### config.mk
export PLATFORM = sky130hd
export DESIGN_NAME = detector_colisao
export DESIGN_NICKNAME = d
export VERILOG_FILES = /design/src/rtl/detector_colisao_pkg.sv /design/src/rtl/detector_colisao_sobreposicao_caixa.sv /design/src/rtl/detector_colisao.sv
export SDC_FILE = /design/constraint.sdc
export NUM_CORES = 1
export LEC_CHECK = 0
export BUFFER_PORTS_ARGS = -buffer_cell sky130_fd_sc_hd__buf_4
export CAP_MARGIN = 30
export CORE_ASPECT_RATIO = 1.75
export CORE_MARGIN = 2
export CORE_UTILIZATION = 45
export DETAILED_ROUTE_END_ITERATION = 10
export GPL_TIMING_DRIVEN = 0
export MAX_ROUTING_LAYER = met4
export PLACE_DENSITY = 0.68
export SYNTH_ARGS = -nofsm -noshare
export SYNTH_HDL_FRONTEND = slang
export SYNTH_SLANG_ARGS = --single-unit
### constraint.sdc
create_clock -name clk -period 4.93 [get_ports clk]
set_clock_uncertainty 0.05 [all_clocks]
set_input_delay 0.7395 -clock clk [delete_from_list [all_inputs] [get_ports clk]]
set_output_delay 0.7395 -clock clk [all_outputs]
set_load 0.03 [all_outputs]
### src/rtl/detector_colisao_pkg.sv
// Shared game definitions for the collision detector: screen/lane geometry, field widths, FSM states.
package detector_colisao_pkg;

    localparam int X_W            = 10;
    localparam int Y_W            = 9;
    localparam int CARRO_L_PADRAO = 20;
    localparam int CARRO_A_PADRAO = 40;
    localparam int ALTURA_TELA    = 480;
    localparam int FAIXA_ESQ      = 178;
    localparam int FAIXA_MEIO     = 284;
    localparam int FAIXA_DIR      = 391;

    typedef enum logic [1:0] {
        OCIOSO,
        CAPTURA,
        TESTA,
        RESOLVE
    } estado_t;

endpackage

### src/rtl/detector_colisao_sobreposicao_caixa.sv
// Combinational AABB overlap test for one player/opponent pair of equal-size boxes.
module sobreposicao_caixa
    import detector_colisao_pkg::*;
#(
    parameter int CARRO_L = CARRO_L_PADRAO,
    parameter int CARRO_A = CARRO_A_PADRAO
) (
    input  logic [X_W-1:0] px,
    input  logic [Y_W-1:0] py,
    input  logic [X_W-1:0] ox,
    input  logic [Y_W-1:0] oy,
    output logic           sobrepoe
);

    logic signed [X_W:0] dx;
    logic signed [Y_W:0] dy;
    logic        [X_W:0] adx;
    logic        [Y_W:0] ady;

    // One extra sign bit keeps the difference exact: no wrap at screen edges.
    always_comb begin
        dx       = $signed({1'b0, px}) - $signed({1'b0, ox});
        dy       = $signed({1'b0, py}) - $signed({1'b0, oy});
        adx      = dx[X_W] ? $unsigned(-dx) : $unsigned(dx);
        ady      = dy[Y_W] ? $unsigned(-dy) : $unsigned(dy);
        sobrepoe = (adx < (X_W+1)'(CARRO_L)) && (ady < (Y_W+1)'(CARRO_A));
    end

endmodule

### src/rtl/detector_colisao.sv
// Per-frame player/opponent collision checker with lives, immunity and game-over state.
// Optional frame-survival score enabled by defining COLISAO_PONTOS_EN.
module detector_colisao
    import detector_colisao_pkg::*;
#(
    parameter int CARRO_L        = CARRO_L_PADRAO,
    parameter int CARRO_A        = CARRO_A_PADRAO,
    parameter int VIDAS_INICIAIS = 3,
    parameter int INVULN_QUADROS = 60
) (
    input  logic           clk,
    input  logic           reset,
    input  logic           quadro_tick,
    input  logic [X_W-1:0] jogador_x,
    input  logic [Y_W-1:0] jogador_y,
    input  logic [X_W-1:0] oponente1_x,
    input  logic [Y_W-1:0] oponente1_y,
    input  logic [X_W-1:0] oponente2_x,
    input  logic [Y_W-1:0] oponente2_y,
    input  logic [X_W-1:0] oponente3_x,
    input  logic [Y_W-1:0] oponente3_y,
    output logic           ocupado,
    output logic           colisao,
    output logic [1:0]     oponente_hit,
    output logic [2:0]     vidas,
    output logic           invulneravel,
    output logic           game_over,
    output logic [15:0]    pontos
);

    estado_t        estado, estado_d;
    logic [X_W-1:0] cap_x [4];
    logic [Y_W-1:0] cap_y [4];
    logic [1:0]     i;
    logic           hit_acc;
    logic [1:0]     idx_acc;
    logic [7:0]     cnt, cnt_d;
    logic           ov, hit_fim, fim, registra;
    logic [1:0]     idx_fim;

    sobreposicao_caixa #(
        .CARRO_L(CARRO_L),
        .CARRO_A(CARRO_A)
    ) u_caixa (
        .px      (cap_x[0]),
        .py      (cap_y[0]),
        .ox      (cap_x[i]),
        .oy      (cap_y[i]),
        .sobrepoe(ov)
    );

    always_ff @(posedge clk or posedge reset) begin
        if (reset) estado <= OCIOSO;
        else       estado <= estado_d;
    end

    // Immunity counts down at capture so the hit frame itself is one of the immune frames.
    always_comb begin
        estado_d = estado;
        case (estado)
            OCIOSO:  if (quadro_tick && !game_over) estado_d = CAPTURA;
            CAPTURA: estado_d = TESTA;
            TESTA:   if (i == 2'd3) estado_d = RESOLVE;
            RESOLVE: estado_d = OCIOSO;
            default: estado_d = OCIOSO;
        endcase
        ocupado  = (estado != OCIOSO);
        hit_fim  = hit_acc | ov;
        idx_fim  = hit_acc ? idx_acc : (ov ? i : 2'd0);
        fim      = (estado == TESTA) && (i == 2'd3);
        registra = fim && hit_fim && (cnt == '0);
        cnt_d    = cnt;
        if (estado == CAPTURA && cnt != '0) cnt_d = cnt - 8'd1;
        if (registra) cnt_d = 8'(INVULN_QUADROS);
    end

    always_ff @(posedge clk or posedge reset) begin
        if (reset) begin
            for (int unsigned k = 0; k < 4; k++) begin
                cap_x[k] <= '0;
                cap_y[k] <= '0;
            end
            i            <= '0;
            hit_acc      <= 1'b0;
            idx_acc      <= '0;
            cnt          <= '0;
            invulneravel <= 1'b0;
            colisao      <= 1'b0;
            oponente_hit <= '0;
            vidas        <= 3'(VIDAS_INICIAIS);
            game_over    <= 1'b0;
        end else begin
            cnt          <= cnt_d;
            invulneravel <= (cnt_d != '0);
            colisao      <= registra;
            if (estado == CAPTURA) begin
                cap_x[0] <= jogador_x;   cap_y[0] <= jogador_y;
                cap_x[1] <= oponente1_x; cap_y[1] <= oponente1_y;
                cap_x[2] <= oponente2_x; cap_y[2] <= oponente2_y;
                cap_x[3] <= oponente3_x; cap_y[3] <= oponente3_y;
                i       <= 2'd1;
                hit_acc <= 1'b0;
                idx_acc <= '0;
            end else if (estado == TESTA) begin
                i       <= i + 2'd1;
                hit_acc <= hit_fim;
                idx_acc <= idx_fim;
            end
            if (fim) begin
                oponente_hit <= registra ? idx_fim : 2'd0;
                if (registra) begin
                    vidas <= (vidas != '0) ? vidas - 3'd1 : 3'd0;
                    if (vidas <= 3'd1) game_over <= 1'b1;
                end
            end
        end
    end

`ifdef COLISAO_PONTOS_EN
    always_ff @(posedge clk or posedge reset) begin
        if (reset)
            pontos <= '0;
        else if (fim && !registra && !game_over && pontos != '1)
            pontos <= pontos + 16'd1;
    end
`else
    always_comb pontos = '0;
`endif

endmodule
# --- Word-level counts from Yosys, hierarchy flattened ---
# Cells that the tools add are included.
op_classes:
  n_addsub: 7
  mul: 0
  n_div: 0
  magnitude_cmp: 4
  eq_ne: 6
  shift: 0
  muxes: 23
  bitwise: 2
  reduce_logical: 17
op_table:
  columns: ["cell", "count"]
  rows:
  - ["$mux W10", 3]
  - ["$bmux W10 S2", 1]
  - ["$bmux W9 S2", 1]
  - ["$mux W2", 9]
  - ["$mux W9", 2]
  - ["$mux W8", 2]
  - ["$reduce_bool A8 Y1", 2]
  - ["$lt A11 B5 Y1 const B", 1]
  - ["$mux W11", 1]
  - ["$neg A11 Y11", 1]
  - ["$sub A10 B10 Y11", 1]
  - ["$lt A10 B6 Y1 const B", 1]
  - ["$neg A10 Y10", 1]
  - ["$sub A9 B9 Y10", 1]
  - ["$logic_not A8 Y1", 1]
  - ["$pmux W2 S4", 1]
  - ["$sub A8 B1 Y8 const B", 1]
  - ["$eq A2 B2 Y1 const B", 3]
  - ["$logic_and A1 B1 Y1", 6]
  - ["$ne A2 B2 Y1 const B", 2]
  - ["$reduce_and A2 Y1", 2]
  - ["$reduce_bool A2 Y1", 2]
  - ["$ge A3 B3 Y1 const B", 1]
  - ["$le A3 B1 Y1 const B", 1]
  - ["other kinds (11)", 12]
word_totals:
  ff_bits: 99
  latch_bits: 0
  ram_bits: 0
  rom_bits: 0
  inputBits: 79
  out_inout_bits: 25
  word_cells: 77
  mem_count: 0

# --- Logic depth before layout (Yosys ltp) ---
logic_depth:
  ltp_word: 14
  ltp_mapped: 16
  mapped_depth_nobuf: 14

# --- By module ---
# A second synthesis with hierarchy kept.
hier_totals:
  hier_cells: 518
  area_unflattened_um2: 5972.0
by_module_without_submodules:
  columns: ["module", "instances", "cells_per_inst", "area_each_um2"]
  rows:
  - ["detector_colisao", 1, 331, 4638.2]
  - ["sobreposicao_caixa", 1, 187, 1333.8]

# --- Worst setup path after synthesis ---
# No wires, ideal clock.
synth_timing:
  kind: "reg-to-reg"
  from: "register i[0]"
  to: "register idx_acc[1]"
  setup_time_ns: 0.067
  arrival_time_ns: 4.008
  required_ns: 4.813
  slack_ns: 0.806
  path_stages_with_launch: 14
  path_buffers: 1
  period_less_slack_ns: 4.124
  path_cell_list: "dfrtp_1 > buf_1 > mux4_2 > inv_1 > ha_1 > a21o_1 > a311o_1 > a41oi_4 > mux2_1 > a21oi_1 > o2111a_2 > nor4b_4 > and2_4 > a41o_1"
synth_between:
  elab_chain_len: 13
  word_cells_on_any_way: 20
  classes_between: "add/sub (4); order compare (2); mux (12); bitwise (1); reduce/logical (1)"
synth_lines:
  columns: ["item", "line", "source"]
  rows:
  - ["from (decl)", "detector_colisao.sv:34", "logic [1:0] i;"]
  - ["from (signal assigned)", "detector_colisao.sv:105", "i <= i + 2'd1;"]
  - ["$not A2 Y3 (not written as such) *", "detector_colisao.sv:47, detector_colisao.sv:48", null]
  - ["$bmux W10 S2 or $bmux W9 S2 (tied branches)", "detector_colisao.sv:47, detector_colisao.sv:48", null]
  - ["$mux W10 (not written as such) or $mux W9 (tied branches) (2 in series)", "detector_colisao.sv:47, detector_colisao.sv:48", null]
  - ["$sub A10 B10 Y11 or $sub A9 B9 Y10 (tied branches)", "detector_colisao_sobreposicao_caixa.sv:22, detector_colisao_sobreposicao_caixa.sv:23", null]
  - ["$neg A11 Y11 or $neg A10 Y10 (tied branches)", "detector_colisao_sobreposicao_caixa.sv:24, detector_colisao_sobreposicao_caixa.sv:25", null]
  - ["$mux W11 or $mux W10 (tied branches)", "detector_colisao_sobreposicao_caixa.sv:24, detector_colisao_sobreposicao_caixa.sv:25", null]
  - ["$lt A11 B5 Y1 or $lt A10 B6 Y1 (tied branches)", "detector_colisao_sobreposicao_caixa.sv:26", "sobrepoe = (adx < (X_W+1)'(CARRO_L)) && (ady < (Y_W+1)'(CARRO_A));"]
  - ["$logic_and A1 B1 Y1 *", "detector_colisao_sobreposicao_caixa.sv:26", null]
  - ["$mux W2 * (2 in series)", "detector_colisao.sv:69", "idx_fim = hit_acc ? idx_acc : (ov ? i : 2'd0);"]
  - ["$mux W2 *", "detector_colisao.sv:104", "end else if (estado == TESTA) begin"]
  - ["$mux W2 *", "detector_colisao.sv:96", "if (estado == CAPTURA) begin"]
  - ["to (signal assigned)", "detector_colisao.sv:107", "idx_acc <= idx_fim;"]
  - ["to (decl)", "detector_colisao.sv:36", "logic [1:0] idx_acc;"]
# Mark *: on every way between the ends. The rest lies on a longest branch, timed or not. The select of a mux whose other input is x is not followed.
# A chain may end at the register's enable or synchronous reset.

# --- Worst setup path after layout ---
# Same ends and word-level chain as after synthesis.

==> impl_metrics.tcl <==
set metrics [dict create \
    overflow 0 \
    synth-compound-area-share_pct 12.1 \
    dieWidth_um 90.1 \
    path_buf_inv 2 \
    min_path_type "in -> async" \
    yosysUniqueCellTypes 77 \
    clkSinkCount 99 \
    first_pass_iters 4 \
    diodes 0 \
    min_period_ps 4630 \
    max_stage_delay_ps 630 \
    critPathLaunchType "flip-flop" \
    worst_setup_path_end_kind "flip-flop" \
    crit_arrival_ps 4870 \
    syn_area_sq_um 5830 \
    synth-seq-area-share_pct 42.5 \
    path_cells "buf_1 -> mux4_2 -> ha_1 -> inv_1 -> fa_1 -> a21o_1 -> a311o_1 -> a41oi_4 -> mux2_1 -> a21oi_1 -> o2111a_2 -> nor4b_4 -> and2_4 -> a41o_1" \
    synth_warnings 0 \
    reg2reg_from "i[0]$_DFFE_PP0P_" \
    clk_latency_ps 350 \
    nNetsFinal 716 \
    start_util_pct 45.6 \
    status "finished, final reports clean" \
    post_drt_wl_per_cell_um 17.3 \
    relSlewSlack_pct 48.1 \
    max_freq_mhz 216 \
    avgSynthCellArea_sq_um 11.8 \
    io_pins 104 \
    synth_top_family_by_area "multiplexers" \
    rsz0062_at_grt "no" \
    tightest_slew_ps 778 \
    clockBufferDepth 2 \
    wl_um 13500 \
    post_cts_buffers 0 \
    startpoint "i[0]$_DFFE_PP0P_" \
    htreeDepth 3 \
    coreArea_sq_um 12800 \
    drive_above_1_share_pct 38.3 \
    die_area_sq_um 13900 \
    vias_per_cell 5.39 \
    tns_ps 0 \
    grt_use_total_pct 20.4 \
    async_flop_share_pct 100 \
    cts_root_buf "clkbuf_16" \
    grt_pass1_vias 4498 \
    crit_required_ps 5170 \
    synthMuxAreaShare_pct 22.2 \
    worstSetupPathType "reg -> reg" \
    max-cap-violations 0 \
    gp_congestion 0.943 \
    drc_errors 0 \
    cts_tree "yes" \
    syn_inst 494 \
    leakage_nw 3.40 \
    drt_iter0_markers 214 \
    hold_slack_ps 326 \
    syn_to_final_growth_pct 21.8 \
    slew_violations 0 \
    worstReg2RegEnd "idx_acc[1]$_DFFE_PP0P_" \
    vdd_ir_drop_max_v 0.000189 \
    timing.final.crit_share_pct 94.0 \
    worstPathMaxFanout 10 \
    numPortBuffers 87 \
    yosys.area_share.xor_xnor_pct 2.85 \
    post_cts_resized 0 \
    hold_violations 0 \
    num_vias 4235 \
    antenna_found_initial 0 \
    rows 55 \
    grt_pass1_wl_um 21900 \
    numCtsBuffers 9 \
    synth_seq_cells 99 \
    clk_pin_slew_ps 70 \
    cp_top_family "compound AO/OA/AOI/OAI gates" \
    dpl.hpwl_um 10500 \
    hold_buffers 0 \
    ant_nets 0 \
    ff2ff_setup_slack_ps 300 \
    finalSetupViolations 0 \
    pwr_density_cell_nw_per_um2 229 \
    reg2reg_depth 14 \
    synth_fa_ha_area_share_pct 6.26 \
    grt_max_degree 75 \
    synth-edff-count 0 \
    synthSimpleGateAreaFrac_pct 7.94 \
    endpoint "idx_acc[1]$_DFFE_PP0P_" \
    crit_cells 14 \
    ys.flop_type "dfrtp_1" \
    die_y_um 155 \
    slowest_stage "buf_1" \
]
==> worst reg2reg max path, stage by stage (launching register included) <==
cell and delay, ps:
dfrtp_1 470, buf_1 630, mux4_2 350, ha_1 180, inv_1 70, fa_1 410, a21o_1 240, a311o_1 420
a41oi_4 370, mux2_1 360, a21oi_1 150, o2111a_2 240, nor4b_4 240, and2_4 220, a41o_1 180
==> power by group <==
part	switching, mW	internal (mW)
Combinational	0.0446	0.0498
Sequential	0	0.812
Clock	0.323	0.397
==> stage by stage <==
step                      utilization (%)  setup WS (ps)  power, mW  instance area [sq um]  instances
final                                55.5            297       1.63                   7100        785
after CTS                            55.5            232       1.64                   7100        785
after global routing                 55.5           12.7       1.68                   7100        785
after detailed placement             53.1            230      0.923                   6800        769
after global placement               52.8            157      0.919                   6760        767
after floorplan                         -            806      0.865                   5890        509
==> cells by family after synthesis <==
kind of cell,Yosys count
xor+xnor,19
other cells,1
fa+ha+maj,28
flops,99
compound gates,89
mux,96
buf+inv,77
simple gates,85
==> area by class of cell <==
type	count	area [sq um]
clock inverter	7	75.1
fill	1127	5700
timing repair buffer	89	696
tap	171	214
multi-input combinational	333	3050
inverter	41	156
sequential	99	2480
clock buffer	9	225
buffer	36	204
==> how the worst min path moves through the flow <==
stage                                      from               endpoint  slack, ps  depth (start not counted)
after floorplan           cap_y[10]$_DFFE_PP0P_  cap_y[10]$_DFFE_PP0P_        430                          1
after global placement    game_over$_DFFE_PP0P_  game_over$_DFFE_PP0P_        420                          2
after detailed placement  game_over$_DFFE_PP0P_  game_over$_DFFE_PP0P_        440                          2
after CTS                                 reset  cap_y[11]$_DFFE_PP0P_        330                          2
after global routing                      reset  cap_y[11]$_DFFE_PP0P_        350                          2
final                                     reset   cap_y[2]$_DFFE_PP0P_        330                          2
==> registers in the layout (all words and copies together), names as in the netlist <==
name and cells:
oponente_hit 2, cap_x 40, cap_y 36, invulneravel 1, cnt 8, colisao 1, game_over 1, idx_acc 2
hit_acc 1, i 2, estado 2, vidas 3
==> cell usage after synthesis (all sizes together) (7+ instances only) <==
library cell | count | area, sq um
nor3 | 7 | 35.0
buf | 22 | 151
o21ai | 12 | 63.8
a21o | 9 | 67.6
ha | 26 | 325
a21oi | 16 | 83.8
nand2 | 19 | 71.3
inv | 41 | 154
clkbuf | 14 | 52.6
dfrtp | 97 | 2430
nand3 | 7 | 35.0
xnor2 | 13 | 114
nor2 | 20 | 75.1
mux2 | 76 | 856
mux4 | 19 | 428
==> routing by layer <==
| layer | track usage (%) | vias to the layer above | share of wire [%] |
|---|---|---|---|
| met3 | 2.97 | 16 | 3.0 |
| met4 | 6.30 | 0 | 1.5 |
| li1 | - | 1996 | - |
| met5 | - | - | 0 |
| met1 | 22.1 | 2146 | 38 |
| met2 | 38.1 | 77 | 57 |
==> cells in the final DEF, fill, tap and decap left out, types with 6 or more instances in the layout <==
| master | instances |
|---|---|
| buf_4 | 103 |
| dfrtp_1 | 97 |
| mux2_2 | 74 |
| inv_1 | 39 |
| ha_1 | 26 |
| nor2_1 | 20 |
| nand2_1 | 19 |
| mux4_2 | 19 |
| conb_1 | 16 |
| a21oi_1 | 15 |
| clkbuf_1 | 14 |
| xnor2_1 | 13 |
| a21o_1 | 9 |
| clkbuf_16 | 9 |
| o21ai_0 | 8 |
| nand3_1 | 7 |
| nor3_1 | 7 |
| xor2_1 | 6 |
No activity file was read; power rests on OpenSTA's default activity.
